<file path="config.mk">
export PLATFORM = sky130hd
export DESIGN_NAME = fifo_syn_param
export DESIGN_NICKNAME = d
export VERILOG_FILES = /design/src/rtl/fifo_syn_param.sv
export SDC_FILE = /design/constraint.sdc
export NUM_CORES = 1
export LEC_CHECK = 0
export BUFFER_PORTS_ARGS = -buffer_cell sky130_fd_sc_hd__buf_2
export CAP_MARGIN = 40
export CORE_AREA = 2 2 159 99
export CTS_CLUSTER_DIAMETER = 40
export CTS_CLUSTER_SIZE = 40
export DETAILED_ROUTE_END_ITERATION = 10
export DIE_AREA = 0 0 161 101
export PLACE_DENSITY = 0.7
export RECOVER_POWER = 25
export SLEW_MARGIN = 20
export SYNTH_ARGS = -nofsm -noshare
export SYNTH_HDL_FRONTEND = slang
export SYNTH_SLANG_ARGS = --single-unit
export TNS_END_PERCENT = 50
</file>
<file path="constraint.sdc">
create_clock -name clk -period 4 [get_ports clk]
set_clock_uncertainty 0.15 [all_clocks]
set_input_delay 0.2 -clock clk [delete_from_list [all_inputs] [get_ports clk]]
set_output_delay 0.2 -clock clk [all_outputs]
set_load 0.02 [all_outputs]
</file>
<file path="src/rtl/fifo_syn_param.sv">
// Parametrised single-clock FIFO with occupancy count, runtime almost-full/empty
// levels, synchronous flush and an optional first-word-fall-through read port.
// Optional feature macro: FIFO_FWFT_EN (defined = first-word-fall-through read port).
module fifo_syn_param #(
  parameter int unsigned DATA_W = 8,
  parameter int unsigned DEPTH  = 16,
  localparam int unsigned AW    = $clog2(DEPTH)
) (
  input  logic              clk,
  input  logic              rst,
  input  logic              clr,
  input  logic              wen,
  input  logic [DATA_W-1:0] data_in,
  input  logic              ren,
  output logic [DATA_W-1:0] rdout,
  output logic              rvalid,
  input  logic [AW:0]       af_lvl,
  input  logic [AW:0]       ae_lvl,
  output logic [AW:0]       count,
  output logic              full,
  output logic              empty,
  output logic              almost_full,
  output logic              almost_empty,
  output logic              overflow,
  output logic              underflow
);

  localparam int unsigned CW = AW + 1;

  logic [DATA_W-1:0] mem [DEPTH];

  logic [AW-1:0] wptr_q, wptr_d;
  logic [AW-1:0] rptr_q, rptr_d;
  logic [CW-1:0] count_q, count_d;
  logic          full_q, full_d;
  logic          empty_q, empty_d;
  logic          af_q, af_d;
  logic          ae_q, ae_d;
  logic          ovf_q, ovf_d;
  logic          unf_q, unf_d;
  logic          rd_acc, wr_acc;

`ifndef FIFO_FWFT_EN
  logic [DATA_W-1:0] rdout_q, rdout_d;
  logic              rvalid_q, rvalid_d;
`endif

  // Accept decisions; flush and reset block both sides.
  always_comb begin
    rd_acc = ren & ~empty_q & ~clr & ~rst;
    wr_acc = wen & (~full_q | rd_acc) & ~clr & ~rst;
  end

  // Next-state for pointers, occupancy, flags and (standard mode) read data.
  always_comb begin
    wptr_d  = wptr_q;
    rptr_d  = rptr_q;
    count_d = count_q;
    full_d  = full_q;
    empty_d = empty_q;
    af_d    = af_q;
    ae_d    = ae_q;
    ovf_d   = 1'b0;
    unf_d   = 1'b0;
`ifndef FIFO_FWFT_EN
    rdout_d  = rdout_q;
    rvalid_d = 1'b0;
`endif
    if (clr) begin
      wptr_d  = '0;
      rptr_d  = '0;
      count_d = '0;
      full_d  = 1'b0;
      empty_d = 1'b1;
      af_d    = 1'b0;
      ae_d    = 1'b1;
`ifndef FIFO_FWFT_EN
      rdout_d = '0;
`endif
    end else begin
      if (wr_acc) wptr_d = wptr_q + AW'(1);
      if (rd_acc) rptr_d = rptr_q + AW'(1);
      count_d = count_q + CW'(wr_acc) - CW'(rd_acc);
      full_d  = (count_d == CW'(DEPTH));
      empty_d = (count_d == '0);
      af_d    = (count_d >= af_lvl);
      ae_d    = (count_d <= ae_lvl);
      ovf_d   = wen & ~wr_acc;
      unf_d   = ren & ~rd_acc;
`ifndef FIFO_FWFT_EN
      rvalid_d = rd_acc;
      if (rd_acc) rdout_d = mem[rptr_q];
`endif
    end
  end

  // Control state registers with synchronous reset.
  always_ff @(posedge clk) begin
    if (rst) begin
      wptr_q  <= '0;
      rptr_q  <= '0;
      count_q <= '0;
      full_q  <= 1'b0;
      empty_q <= 1'b1;
      af_q    <= 1'b0;
      ae_q    <= 1'b1;
      ovf_q   <= 1'b0;
      unf_q   <= 1'b0;
`ifndef FIFO_FWFT_EN
      rdout_q  <= '0;
      rvalid_q <= 1'b0;
`endif
    end else begin
      wptr_q  <= wptr_d;
      rptr_q  <= rptr_d;
      count_q <= count_d;
      full_q  <= full_d;
      empty_q <= empty_d;
      af_q    <= af_d;
      ae_q    <= ae_d;
      ovf_q   <= ovf_d;
      unf_q   <= unf_d;
`ifndef FIFO_FWFT_EN
      rdout_q  <= rdout_d;
      rvalid_q <= rvalid_d;
`endif
    end
  end

  // Storage array; contents survive reset and flush.
  always_ff @(posedge clk) begin
    if (wr_acc) mem[wptr_q] <= data_in;
  end

  assign count        = count_q;
  assign full         = full_q;
  assign empty        = empty_q;
  assign almost_full  = af_q;
  assign almost_empty = ae_q;
  assign overflow     = ovf_q;
  assign underflow    = unf_q;

`ifdef FIFO_FWFT_EN
  // Head entry shown directly; zero while empty so reset/flush present 0.
  assign rdout  = empty_q ? '0 : mem[rptr_q];
  assign rvalid = ~empty_q;
`else
  assign rdout  = rdout_q;
  assign rvalid = rvalid_q;
`endif

endmodule

</file>
==> metrics.cfg <==
[outcome]
status = completed

[floorplanning]
die_area_um2 = 16300
core-area_um2 = 14900
die_x_um = 161
rows = 35
dieHeight_um = 101
start_util = 0.437
io_pins = 43

[global_routing]
grt_overflow = 0
first_global_vias = 3663
grt_usage = 0.177
grt_antenna_before_repair = 1
grt_pass1_wl_um = 20700
grt_max_degree = 30

[sta]
finalSetupViolations = 0
whs_ns = 0.0351
relSlewSlack = 0.431
fmax_mhz = 270
fin_tns_setup_ns = 0
tightest_slew_ns = 0.853
layout_worst_path_cycle_share = 0.928
rsz0062_at_grt = false
hold_violations = 0
drv_slew = 0
final.min_clock_period_ns = 3.71

[synthesis]
synth_top_family_by_area = multiplexers
synthSimpleGateAreaFrac = 0.0867
synth_compound_area_frac = 0.0433
synth_xor_area_frac = 0.0108
ys_types = 55
synth.most_common_cell = edfxtp_1
ys.flop_type = edfxtp_1
async_reset_ff_frac = 0
synth_edf_count = 128
synth_area_leader_cell = edfxtp_1
synth_commonest_cells = edfxtp_1, dfxtp_1, mux2i_1, nor2_1
syn_area_per_cell_um2 = 16.1
yosys-top-cells-area = edfxtp_1, dfxtp_1, mux4_1
seq_area_frac_synth = 0.677
netlist_instances = 405
syn_area_um2 = 6510
synth_seq_cells = 156
synth_fa_ha_area_frac = 0.0377
synthMuxAreaShare = 0.116
syn-num-nets = 447
ys_warn_count = 0
synth_top_area_frac = 0.591

[route]
drtIter0Drc = 338
drc_errors = 0
vias_per_cell = 5.41
post_drt_wl_per_cell_um = 19.9
num_vias = 3728
drt-total-wl_um = 13700
firstDrtPassIters = 5
postRouteAntennaNets = 0

[clock_tree]
ctsHtreeMaxLevel = 4
clk-insertion-delay-late_ns = 0.42
cts_buffer_depth = 2
path_clk_slew_ns = 0.06
cts_buffers = 17
numClockSinks = 156
cts_tree = done
root_buffer = clkbuf_16

[layout]
fillers = 1253
area_delta_synth_final_pct = 17.2
nNetsFinal = 514
drive_above_1_share = 0.229

[setup_path]
cpLargestDelayFamily = adder cells
crit_arrival_ns = 3.89
slowest_stage = fa_1
worstReg2RegStart = empty
cp_max_fo = 6
critPathMaxStageDelay_ns = 0.41
cp.required_ns = 4.18
critical_path_buf_inv_count = 3
start_kind = flip-flop
r2r_end = almost_empty
crit_chain = nand2b_2 -> a21oi_2 -> inv_1 -> ha_1 -> inv_1 -> ha_1 -> fa_1 -> a21o_1 -> a21oi_2 -> xor2_2 -> inv_1 -> ha_1 -> nand4b_1 -> a31oi_1 -> a311o_1 -> o311ai_2
end_kind = flip-flop
r2r_cells = 16
path_class = reg -> reg
rrSetupSlack_ns = 0.29

[hold_path]
holdCritPathClass = in -> reg
holdPathEnd = mem[10][6]
hold_depth = 1
hold_start = data_in[6]

[run]
drv_cap = 0

[power]
power_density_nw_per_um2 = 441
leakagePower_nw = 2.63
ir_drop_v = 0.000248

[placed_design]
hpwl_um = 9290
place_congestion = 0.815
io_buffers = 42

==> where the power goes <==
group / leakage (nW) / internal (mW) / switching (mW)
clock network: 0.265 / 0.807 / 0.668
registers: 1.38 / 1.76 / 0.00641
logic: 0.983 / 0.0425 / 0.0739
==> layer usage <==
metal,track usage,part of all wire
met1,0.245,0.46
met5,0,0
met4,0.0625,0.010
met3,0.0506,0.083
met2,0.271,0.45
==> layout by cell type, fill, tap and decap left out, types with 2 or more instances in the layout <==
master | netlist | layout
edfxtp_1 | 128 | 128
buf_2 | 7 | 37
dfxtp_1 | 28 | 27
mux2i_1 | 26 | 26
nor2_1 | 23 | 23
buf_4 | 3 | 23
inv_1 | 18 | 18
ha_1 | 18 | 18
clkbuf_16 | 0 | 17
nand2_1 | 15 | 15
nand4_1 | 14 | 14
a22oi_1 | 12 | 12
nand3_1 | 11 | 11
mux4_1 | 11 | 11
mux4_2 | 9 | 9
nand4b_1 | 7 | 7
nor3_1 | 6 | 6
clkbuf_1 | 7 | 6
xor2_1 | 5 | 4
clkinv_4 | 0 | 4
inv_6 | 0 | 4
dlygate4sd3_1 | 0 | 4
nand2b_1 | 4 | 3
nor2b_1 | 3 | 3
o2111ai_1 | 3 | 3
xnor2_1 | 3 | 3
o21ai_0 | 3 | 3
a21oi_2 | 1 | 2
a21o_1 | 2 | 2
and2_1 | 2 | 2
or2_2 | 2 | 2
nand3b_1 | 2 | 2
o211a_1 | 2 | 2
and3_1 | 2 | 2
clkinv_1 | 0 | 2
inv_8 | 0 | 2
==> per-stage QoR <==
step	cells	instance area, µm²	total power, mW	worst slack, ns	util
finish	689	7630	3.36	0.290	0.512
global route	688	7630	3.46	0.0563	0.512
CTS	686	7600	3.39	0.240	0.510
detailed placement	650	7020	1.92	0.131	0.471
global placement	640	6940	1.91	0.253	0.466
floorplan	405	6510	1.86	0.383	-
==> kinds of logic after synthesis <==
| family | count (synthesis) |
|---|---|
| AO/OA/AOI/OAI | 36 |
| XOR/XNOR | 8 |
| adder cells (fa/ha/maj) | 19 |
| buffers and inverters | 39 |
| flip-flops | 156 |
| multiplexers | 46 |
| AND/OR/NAND/NOR | 101 |
==> cell type report <==
type / count / area [µm²] / area share
inverter: 18 / 67.6 / 0.00886
clock inverter: 14 / 113 / 0.0148
clock buffer: 18 / 429 / 0.0563
timing repair buffer: 69 / 417 / 0.0546
multi-input combinational: 210 / 1940 / 0.254
antenna: 1 / 2.50 / 0.000328
tap: 203 / 254 / 0.0333
sequential: 156 / 4410 / 0.577
==> timing repair <==
action | 4_1_cts | 5_1_grt
endpoints found under the setup margin | 0 | 1
hold buffers | 4 | 0
hold endpoints to repair | 3 | 0
gates resized for setup | 0 | 4
setup buffers | 0 | 0
==> state kept, by name, indices dropped and copies added, names as in the netlist, 4 cells and up <==
signal and cells:
wptr_q 4, rdout 8, count 5, rptr_q 4, mem 128
==> how the worst max path moves through the flow <==
stage | from | to | cells after the start
after floorplan | empty | almost_empty | 16
after global placement | rst | almost_empty | 17
after detailed placement | rst | almost_empty | 17
after CTS | empty | almost_empty | 16
after global routing | empty | almost_empty | 16
final | empty | almost_empty | 16
Note: power is estimated with default switching activity, not from simulation.
